$ cat src/rtl/led_pkg.sv
// rtl/led_pkg.sv - shared state/mode encodings and pattern seeds for the LED sequencer
package led_pkg;

    typedef enum logic [1:0] {
        ST_IDLE  = 2'd0,
        ST_RUN   = 2'd1,
        ST_PAUSE = 2'd2
    } state_e;

    typedef enum logic [1:0] {
        MODE_ROL = 2'd0,
        MODE_ROR = 2'd1,
        MODE_BNC = 2'd2,
        MODE_CNT = 2'd3
    } mode_e;

    localparam logic DIR_LEFT  = 1'b0;
    localparam logic DIR_RIGHT = 1'b1;

    // Starting LED image for a mode; caller truncates to its bank width w.
    function automatic logic [63:0] mode_seed(input mode_e mode, input int unsigned w);
        case (mode)
            MODE_ROR: mode_seed = 64'd1 << (w - 32'd1);
            MODE_CNT: mode_seed = 64'd0;
            default:  mode_seed = 64'd1;
        endcase
    endfunction

endpackage

$ cat src/rtl/led_prescaler.sv
// rtl/led_prescaler.sv - step-tick prescaler with run/hold/clear control
//
// Ports:
//   mclk, rst_n : clock, asynchronous active-low reset
//   en          : count this cycle (RUN and not being stopped)
//   clr         : force count to zero (takes priority over en)
//   speed       : period select, period = DIV_BASE << speed cycles
//   tick        : high for the cycle in which the count sits at its terminal value
module led_prescaler #(
    parameter int DIV_BASE = 50000000,
    parameter int CW       = 32
) (
    input  logic       mclk,
    input  logic       rst_n,
    input  logic       en,
    input  logic       clr,
    input  logic [1:0] speed,
    output logic       tick
);

    logic [CW-1:0] cnt_q;
    logic [CW-1:0] cnt_d;
    logic [CW-1:0] term;

    assign term = (CW'(DIV_BASE) << speed) - CW'(1);
    assign tick = en & ~clr & (cnt_q == term);

    always_comb begin
        cnt_d = cnt_q;
        if (clr) begin
            cnt_d = '0;
        end else if (en) begin
            cnt_d = tick ? '0 : cnt_q + CW'(1);
        end
    end

    always_ff @(posedge mclk or negedge rst_n) begin
        if (!rst_n) begin
            cnt_q <= '0;
        end else begin
            cnt_q <= cnt_d;
        end
    end

endmodule

$ cat src/rtl/led_seq_ctrl.sv
// rtl/led_seq_ctrl.sv - run/pause LED pattern sequencer with synchronised board inputs
//
// Ports:
//   mclk, rst_n          : clock, asynchronous active-low reset
//   swt[1:0]             : pattern mode select (async)
//   spd[1:0]             : speed select, tick period DIV_BASE << spd (async)
//   btn_start, btn_stop  : start/resume and pause/clear buttons (async, active-high)
//   led[W-1:0]           : LED pattern
//   tick                 : one-cycle pulse per pattern step
//   busy                 : state != IDLE
//   state[1:0]           : current FSM state
module led_seq_ctrl
    import led_pkg::*;
#(
    parameter int W        = 8,
    parameter int DIV_BASE = 50000000,
    parameter int CW       = 32
) (
    input  logic         mclk,
    input  logic         rst_n,
    input  logic [1:0]   swt,
    input  logic [1:0]   spd,
    input  logic         btn_start,
    input  logic         btn_stop,
    output logic [W-1:0] led,
    output logic         tick,
    output logic         busy,
    output logic [1:0]   state
);

    // Input synchronisers: {swt, spd, btn_start, btn_stop} as one bundle.
    logic [5:0] in_m_q, in_m_d;
    logic [5:0] in_s_q, in_s_d;
    logic [1:0] btn_h_q, btn_h_d;   // previous synchronised button levels
    logic [1:0] btn_p_q, btn_p_d;   // registered rising-edge pulses {start, stop}

    logic [1:0] swt_s;
    logic [1:0] spd_s;
    logic       start_p;
    logic       stop_p;

    always_comb begin
        in_m_d  = {swt, spd, btn_start, btn_stop};
        in_s_d  = in_m_q;
        btn_h_d = in_s_q[1:0];
        btn_p_d = in_s_q[1:0] & ~btn_h_q;
    end

    assign swt_s   = in_s_q[5:4];
    assign spd_s   = in_s_q[3:2];
    assign start_p = btn_p_q[1];
    assign stop_p  = btn_p_q[0];

    // Sequencer state.
    state_e       state_q, state_d;
    logic [W-1:0] led_q, led_d;
    logic         dir_q, dir_d;
    mode_e        mode_q, mode_d;
    logic [1:0]   speed_q, speed_d;

    logic         pre_en;
    logic         pre_clr;
    logic         tick_w;

    // Stop wins over everything, so a stop pulse in RUN freezes the count and
    // swallows a tick that would otherwise land on the same cycle.
    assign pre_en  = (state_q == ST_RUN) & ~stop_p;
    assign pre_clr = ((state_q != ST_RUN) && (state_q != ST_PAUSE)) ||
                     ((state_q == ST_PAUSE) && stop_p);

    led_prescaler #(
        .DIV_BASE (DIV_BASE),
        .CW       (CW)
    ) u_prescaler (
        .mclk  (mclk),
        .rst_n (rst_n),
        .en    (pre_en),
        .clr   (pre_clr),
        .speed (speed_q),
        .tick  (tick_w)
    );

    // Next pattern image for the latched mode.
    logic [W-1:0] adv_led;
    logic         adv_dir;

    always_comb begin
        adv_led = led_q;
        adv_dir = dir_q;
        case (mode_q)
            MODE_ROL: adv_led = {led_q[W-2:0], led_q[W-1]};
            MODE_ROR: adv_led = {led_q[0], led_q[W-1:1]};
            MODE_BNC: begin
                // Direction flips on the same step that reaches an end bit.
                if (dir_q == DIR_LEFT) begin
                    adv_led = led_q << 1;
                    if (adv_led[W-1]) adv_dir = DIR_RIGHT;
                end else begin
                    adv_led = led_q >> 1;
                    if (adv_led[0]) adv_dir = DIR_LEFT;
                end
            end
            default:  adv_led = led_q + W'(1);
        endcase
    end

    always_comb begin
        state_d = state_q;
        led_d   = led_q;
        dir_d   = dir_q;
        mode_d  = mode_q;
        speed_d = speed_q;
        case (state_q)
            ST_IDLE: begin
                led_d = '0;
                dir_d = DIR_LEFT;
                if (start_p && !stop_p) begin
                    state_d = ST_RUN;
                    mode_d  = mode_e'(swt_s);
                    speed_d = spd_s;
                    led_d   = W'(mode_seed(mode_e'(swt_s), W));
                end
            end
            ST_RUN: begin
                if (stop_p) begin
                    state_d = ST_PAUSE;
                end else if (tick_w) begin
                    speed_d = spd_s;
                    if (swt_s != mode_q) begin
                        // Mode switch replaces the step with the new seed.
                        mode_d = mode_e'(swt_s);
                        led_d  = W'(mode_seed(mode_e'(swt_s), W));
                        dir_d  = DIR_LEFT;
                    end else begin
                        led_d = adv_led;
                        dir_d = adv_dir;
                    end
                end
            end
            ST_PAUSE: begin
                if (stop_p) begin
                    state_d = ST_IDLE;
                    led_d   = '0;
                    dir_d   = DIR_LEFT;
                end else if (start_p) begin
                    state_d = ST_RUN;
                end
            end
            default: begin
                state_d = ST_IDLE;
                led_d   = '0;
                dir_d   = DIR_LEFT;
            end
        endcase
    end

    always_ff @(posedge mclk or negedge rst_n) begin
        if (!rst_n) begin
            in_m_q  <= '0;
            in_s_q  <= '0;
            btn_h_q <= '0;
            btn_p_q <= '0;
            state_q <= ST_IDLE;
            led_q   <= '0;
            dir_q   <= DIR_LEFT;
            mode_q  <= MODE_ROL;
            speed_q <= '0;
        end else begin
            in_m_q  <= in_m_d;
            in_s_q  <= in_s_d;
            btn_h_q <= btn_h_d;
            btn_p_q <= btn_p_d;
            state_q <= state_d;
            led_q   <= led_d;
            dir_q   <= dir_d;
            mode_q  <= mode_d;
            speed_q <= speed_d;
        end
    end

    assign led   = led_q;
    assign tick  = tick_w;
    assign busy  = (state_q != ST_IDLE);
    assign state = state_q;

endmodule

$ cat config.mk
export PLATFORM = sky130hd
export DESIGN_NAME = led_seq_ctrl
export DESIGN_NICKNAME = d
export VERILOG_FILES = /design/src/rtl/led_pkg.sv /design/src/rtl/led_prescaler.sv /design/src/rtl/led_seq_ctrl.sv
export SDC_FILE = /design/constraint.sdc
export NUM_CORES = 1
export LEC_CHECK = 0
export BUFFER_PORTS_ARGS = -buffer_cell sky130_fd_sc_hd__buf_2
export CORE_UTILIZATION = 61
export CTS_CLUSTER_SIZE = 10
export DETAILED_ROUTE_END_ITERATION = 6
export GPL_ROUTABILITY_DRIVEN = 0
export PLACE_DENSITY = 0.8
export SLEW_MARGIN = 20
export SYNTH_ARGS = -nofsm -noshare
export SYNTH_HDL_FRONTEND = slang
export SYNTH_SLANG_ARGS = --single-unit
$ cat constraint.sdc
create_clock -name mclk -period 3.22 [get_ports mclk]
set_input_delay 0.322 -clock mclk [delete_from_list [all_inputs] [get_ports mclk]]
set_output_delay 0.322 -clock mclk [all_outputs]
set_load 0.03 [all_outputs]
==> impl_metrics.yaml, run 1 <==
setup_path:
  crit_chain: "or4b_1, a21oi_1, a41oi_1, a2111o_1, or2_1, inv_6, buf_2"
  slowest_stage: "or4b_1"
  crit_type: "reg2out"
  startpoint_type: "register"
  worstPathRequired_ns: 2.90
  worstSetupEndpointType: "output pin"
  crit_fanout: 11
  worst_path_largest_cell_delay_ns: 0.54
  cp.arrival_ns: 2.69
global_route:
  grt_util_met2: 0.4265
  grt-busiest-layer: "met2"
  grt_max_degree: 46
  grt_pass1_wl_um: 13630
  grt_pass1_vias: 2774
  track_usage: 0.2919
  grtUsageMet1: 0.4251
  antenna_found_initial: 0
  overflow: 0
  grtUsageMet3: 0.06824
cells_and_area:
  n_antenna_cell: 0
  drive_above_1_share: 0.1546
  fin_util: 0.6987
  area_growth_pct: 10.15
  fin_area_um2: 3871
  layoutNonFillerInstCount: 473
  final_nets: 406
floorplan:
  ios: 20
  start_util: 0.6344
  rows: 27
  dieArea_um2: 6069
  coreArea_um2: 5540
  die_h_um: 77.91
  die_x_um: 77.91
pwr:
  p_total_mw: 2.388
  clkPwrFrac: 0.297
  comb_power_share: 0.267
  swShare: 0.3641
  power.leakage_nw: 1.593
  p_switching_mw: 0.8693
  p_seq_frac: 0.436
  peakVddDrop_v: 0.0004017
  p_int_mw: 1.519
  p_per_area_nw_per_um2: 616.8
drt:
  num_vias: 3045
  routed_via_density: 6.438
  drcViolationCount: 0
  first_pass_iters: 6
  drt_wl_total_um: 7983
  routedWlPerCell_um: 16.88
  drtAntennaViolNets: 0
  detail_route.iter0.violations: 330
synth:
  syn_inst: 381
  synth_common_cells: "63 x dfrtp_1, 42 x nand2_1, 31 x nor2_1"
  yosys.area.top_type_share: 0.4486
  syn_area_um2: 3515
  ys_seq_area_frac: 0.4486
  yosysWarnings: 0
  synth-edff-count: 0
  netlist_top_cells_area: "dfrtp_1 45%, nand2_1 4.5%, nand3_1 3.6%"
  synthArstFlopShare: 1.000
  avgSynthCellArea_um2: 9.225
  synth.largest_area_cell: "dfrtp_1"
  synth.distinct_cells: 58
  synthFlopType: "dfrtp_1"
  synthesis.nets: 391
  yosysMostFrequentCell: "dfrtp_1"
  ys_ff_latch: 63
worst_hold_path:
  min-delay-path-class: "in2reg"
sta:
  fin_crit_sh: 0.9353
  finalMaxSlewViolations: 0
  max_slew_margin: 0.4657
  whs_ns: 0.07468
  tns_ns: 0
  period_needed_ns: 3.012
  setup_viol: 0
  rsz0062_at_grt: "false"
  timing.final.ws_setup_ns: 0.2084
  tightest_slew_ns: 0.8014
  final_hold_viol_count: 0
  fmax_ghz: 0.3320
  clock_skew_ns: 0.01648
clocking:
  clockBufferDepth: 2
  postCtsSetupRepairBufs: 0
  clock_sinks: 63
  clk_latency_ns: 0.36
  cts_tree: "built"
  htree_levels: 3
  path_clk_slew_ns: 0.08
  cts_root_buf: "clkbuf_8"
  cts_buffers: 9
run:
  max_cap_violations: 0
place:
  numPortBuffers: 19
  dp_cells: 456
  dp_slack_ns: 0.5796
  place_area_um2: 3655
  dp_hpwl_um: 5430
status:
  status: "complete, no violations"
final cells by class:
cell class / count / area, um^2
inverters: 13 / 53.80
multi-input cells: 281 / 1782
clock inverters: 7 / 80.08
flip-flops and latches: 63 / 1577
repair buffers: 28 / 165.2
fillers: 423 / 1669
clock buffers: 9 / 123.9
well taps: 72 / 90.09
layer usage:
metal  vias up  part of all wire
li1       1420                 -
met1      1499              0.47
met2       111              0.47
met5         -                 0
met3        15             0.052
met4         0             0.015
state kept, by name, indices dropped and copies added, names as in the netlist, 6 cells and up:
name and cells:
u_prescaler.cnt_q 32, led 8, in_m_q 6, in_s_q 6
power groups by stage:
stage               clock, mW  sequential, mW  combinational, mW
floorplan                   0            1.01              0.503
global route            0.758            1.06              0.702
CTS                     0.722            1.03              0.635
global placement            0            1.04              0.616
detailed placement          0            1.05              0.631
finish                  0.709            1.04              0.638
worst max-delay path, delay by kind of cell (launching register included):
| family | cells | cell delay (ns) |
|---|---|---|
| buf+inv | 2 | 0.32 |
| flops | 1 | 0.49 |
| simple gates | 2 | 0.92 |
| compound gates | 3 | 0.60 |
logic make-up after synthesis:
group | Yosys count | share of synthesized area
buf+inv | 37 | 0.04521
compound gates | 95 | 0.1933
simple gates | 161 | 0.2325
flops | 63 | 0.4486
mux | 8 | 0.03596
xor+xnor | 15 | 0.03738
fa+ha+maj | 2 | 0.007119
path summary, 6_finish.rpt:
kind / start / end / slack, ns / depth (start not counted)
max: speed_q[0]$_DFFE_PN0P_ / tick / 0.21 / 7
min: btn_start / in_m_q[1]$_DFF_PN0_ / 0.07 / 1
max reg2reg: speed_q[0]$_DFFE_PN0P_ / speed_q[1]$_DFFE_PN0P_ / 0.58 / 8
min reg2reg: in_m_q[5]$_DFF_PN0_ / in_s_q[5]$_DFF_PN0_ / 0.35 / 0
max in group asynchronous: rst_n / in_m_q[3]$_DFF_PN0_ / 1.84 / 3
min in group asynchronous: rst_n / led[4]$_DFFE_PN0P_ / 0.44 / 2
cells in the final DEF (no fill, tap or decap), types with 3 or more instances in the layout:
master	instances
a211oi_1	4
a21o_1	7
a21oi_1	19
a221oi_2	3
a22o_1	4
a2bb2oi_1	3
a31oi_1	5
and3_1	5
and4_1	3
buf_2	19
buf_4	8
clkbuf_8	9
dfrtp_1	63
inv_1	12
inv_6	3
mux2_4	4
nand2_1	42
nand2b_1	6
nand3_1	25
nand4_1	10
nor2_1	30
nor2b_1	7
nor3_1	8
nor4_1	3
o211ai_1	3
o21ai_0	21
o311ai_0	8
or2_2	3
or3_1	8
xnor2_1	6
xor2_1	9
repair_timing:
| item | CTS | global route |
|---|---|---|
| hold buffers | 1 | 0 |
| setup endpoints to repair | 0 | 1 |
| hold endpoints to repair | 18 | 0 |
| gates resized for setup | 0 | 1 |
(Power assumes the default switching activity.)
==> inputs of run 2 (changes only) <==
--- a/config.mk
+++ b/config.mk
@@ -5,8 +5,9 @@
 export SDC_FILE = /design/constraint.sdc
 export NUM_CORES = 1
 export LEC_CHECK = 0
+export ABC_AREA = 1
 export BUFFER_PORTS_ARGS = -buffer_cell sky130_fd_sc_hd__buf_2
-export CORE_UTILIZATION = 61
+export CORE_UTILIZATION = 62
 export CTS_CLUSTER_SIZE = 10
 export DETAILED_ROUTE_END_ITERATION = 6
 export GPL_ROUTABILITY_DRIVEN = 0
==> run 2 against run 1 <==
Net effect: die area increased by 17%; critical path type unchanged; critical path depth increased by 3; cell count grew 53%; core utilization grew 0.20 points; worst hold slack worse by 0.068 ns; via count is 42% higher; largest cell class unchanged; setup slack improved by 0.46 ns; clock power shrank 7.6%; highest routed layer unchanged; flip-flop and latch count is the same; synthesized area rose by 20%; non-clock buffer count shrank 6; power grew 5.3%.
==> impl_metrics.yaml, run 2 <==
synth:
  synth.largest_area_cell: "dfrtp_1"
  synth_common_cells: "198 x nand2_1, 64 x inv_1, 63 x dfrtp_1"
  yosys.area.top_type_share: 0.3748
  synthesis.nets: 632
  synthFlopType: "dfrtp_1"
  synthArstFlopShare: 1.000
  syn_area_um2: 4207
  syn_inst: 622
  yosysWarnings: 0
  synth.distinct_cells: 34
  ys_seq_area_frac: 0.3748
  yosysMostFrequentCell: "nand2_1"
  ys_ff_latch: 63
  netlist_top_cells_area: "dfrtp_1 37%, nand2_1 18%, nand3_1 7.3%"
  synth-edff-count: 0
  avgSynthCellArea_um2: 6.763
worst_hold_path:
  min-delay-path-class: "in2async"
cells_and_area:
  n_antenna_cell: 0
  layout_common_cells: "198 x nand2_1, 64 x inv_1, 63 x dfrtp_1"
  area_growth_pct: 7.585
  largest_reg_flops: 32
  drive_above_1_share: 0.1298
  n_fill_cell: 547
  final_nets: 652
  largest_register: "u_prescaler.cnt_q"
  layoutNonFillerInstCount: 724
  layout_commonest_cell: "nand2_1"
floorplan:
  start_util: 0.6513
  ios: 20
  rows: 29
  coreArea_um2: 6459
  die_x_um: 84.37
  die_h_um: 84.37
  dieArea_um2: 7118
sta:
  setup_viol: 0
  tns_ns: 0
  fmax_ghz: 0.3915
  clock_skew_ns: 0.01172
  tightest_slew_ns: 0.6911
  finalMaxSlewViolations: 0
  rsz0062_at_grt: "false"
  fin_crit_sh: 0.7933
  final_hold_viol_count: 0
  period_needed_ns: 2.554
  max_slew_margin: 0.5344
drt:
  routed_via_density: 5.968
  drcViolationCount: 0
  num_vias: 4321
  routedWlPerCell_um: 15.41
  drtAntennaViolNets: 0
  drt_wl_total_um: 11160
  detail_route.iter0.violations: 412
  first_pass_iters: 5
clocking:
  clk_latency_ns: 0.35
  clock_sinks: 63
  path_clk_slew_ns: 0.08
  cts_tree: "built"
  postCtsSetupRepairBufs: 0
  cts_buffers: 9
  post_cts_resized: 0
  clockBufferDepth: 2
  htree_levels: 3
  cts_root_buf: "clkbuf_8"
  cts_hold_buf: 0
setup_path:
  worstSetupEndpointType: "output pin"
  rr_endpoint: "led[1]$_DFFE_PN0P_"
  cp.arrival_ns: 2.23
  r2r-start: "state[1]$_DFFE_PN0P_"
  worstPathRequired_ns: 2.90
  reg2regPathDepth: 12
  reg2reg_slack_ns: 1.02
  startpoint_type: "register"
  crit_fanout: 5
  crit_type: "reg2out"
global_route:
  overflow: 0
  grt_pass1_vias: 3927
  grt_max_degree: 33
  grt_pass1_wl_um: 18810
  track_usage: 0.3401
  antenna_found_initial: 0
pwr:
  power.leakage_nw: 2.207
  peakVddDrop_v: 0.0004232
  p_per_area_nw_per_um2: 555.4
place:
  numPortBuffers: 19
  dp_cells: 708
  dp_hpwl_um: 8536
status:
  status: "complete, no violations"
run:
  max_cap_violations: 0
-- run 2: cell types whose count changed after synthesis, sizes merged, moves of 8 or more --
| cell | delta |
|---|---|
| inv | +64 |
| nor2 | +37 |
| o21ai | +18 |
| or3 | -8 |
| clkbuf | -12 |
| o311ai | -8 |
| nand3 | +37 |
| nand4 | +13 |
| nand2 | +168 |
-- run 2: worst max-delay path, stage by stage, from the launching register on --
cell and delay (ns):
dfrtp_1 0.42, inv_2 0.07, nand2_1 0.16, nor2_1 0.44, nand2_1 0.12, nor2_1 0.11, nand2_1 0.06, nor2_2 0.13
nand2_4 0.11, inv_1 0.07, buf_2 0.19
-- run 2: worst max path at each step --
stage	start	to	cells after the start
5_1_grt	state[1]$_DFFE_PN0P_	tick	10
3_5_place_dp	state[1]$_DFFE_PN0P_	led[0]$_DFFE_PN0P_	12
3_3_place_gp	state[1]$_DFFE_PN0P_	tick	10
6_report	state[1]$_DFFE_PN0P_	tick	10
4_1_cts	state[1]$_DFFE_PN0P_	tick	10
2_1_floorplan	state[0]$_DFFE_PN0P_	tick	8
-- run 2: kinds of logic (layout without fill, tap and decap cells) --
family,after synthesis,count (layout),synth area share
buf+inv,90,115,0.08775
xor+xnor,15,15,0.03123
fa+ha+maj,2,2,0.005948
flops,63,63,0.3748
compound gates,75,75,0.1005
simple gates,377,377,0.3998
-- run 2: where the power goes --
group	internal, mW	leakage (nW)	switching [mW]
sequential	0.855	0.834	0.136
combinational	0.259	1.28	0.608
clock	0.293	0.0888	0.362
-- run 2: final cells by class --
class                           count  area [um^2]  share of cell area
Clock inverter                      7        61.31             0.01355
Sequential cell                    63         1577              0.3484
Timing Repair Buffer               22        117.6             0.02599
Tap cell                           77        96.34             0.02129
Clock buffer                        9        123.9             0.02737
Inverter                           77        289.0             0.06387
Multi-Input combinational cell    469         2261              0.4996
-- run 2: per-stage QoR --
| step | cell area, um^2 | power (mW) | hold slack (ns) | setup slack [ns] | utilization |
|---|---|---|---|---|---|
| after floorplan | 4207 | 1.676 | 0.02641 | 1.434 | - |
| after global placement | 4340 | 1.836 | 0.3321 | 1.088 | 0.6720 |
| after detailed placement | 4340 | 1.855 | 0.3365 | 1.064 | 0.6720 |
| after CTS | 4526 | 2.505 | 0.02091 | 0.6691 | 0.7007 |
| after global routing | 4526 | 2.667 | 0.05655 | 0.5120 | 0.7007 |
| final | 4526 | 2.514 | 0.006901 | 0.6655 | 0.7007 |
-- run 2: layer usage --
metal / vias up / GRT usage / wire, um
li1: 2058 / - / -
met4: 0 / 0.1341 / 357
met3: 38 / 0.05801 / 1016
met2: 260 / 0.5499 / 5062
met1: 1965 / 0.4612 / 4723
met5: - / 0 / 0
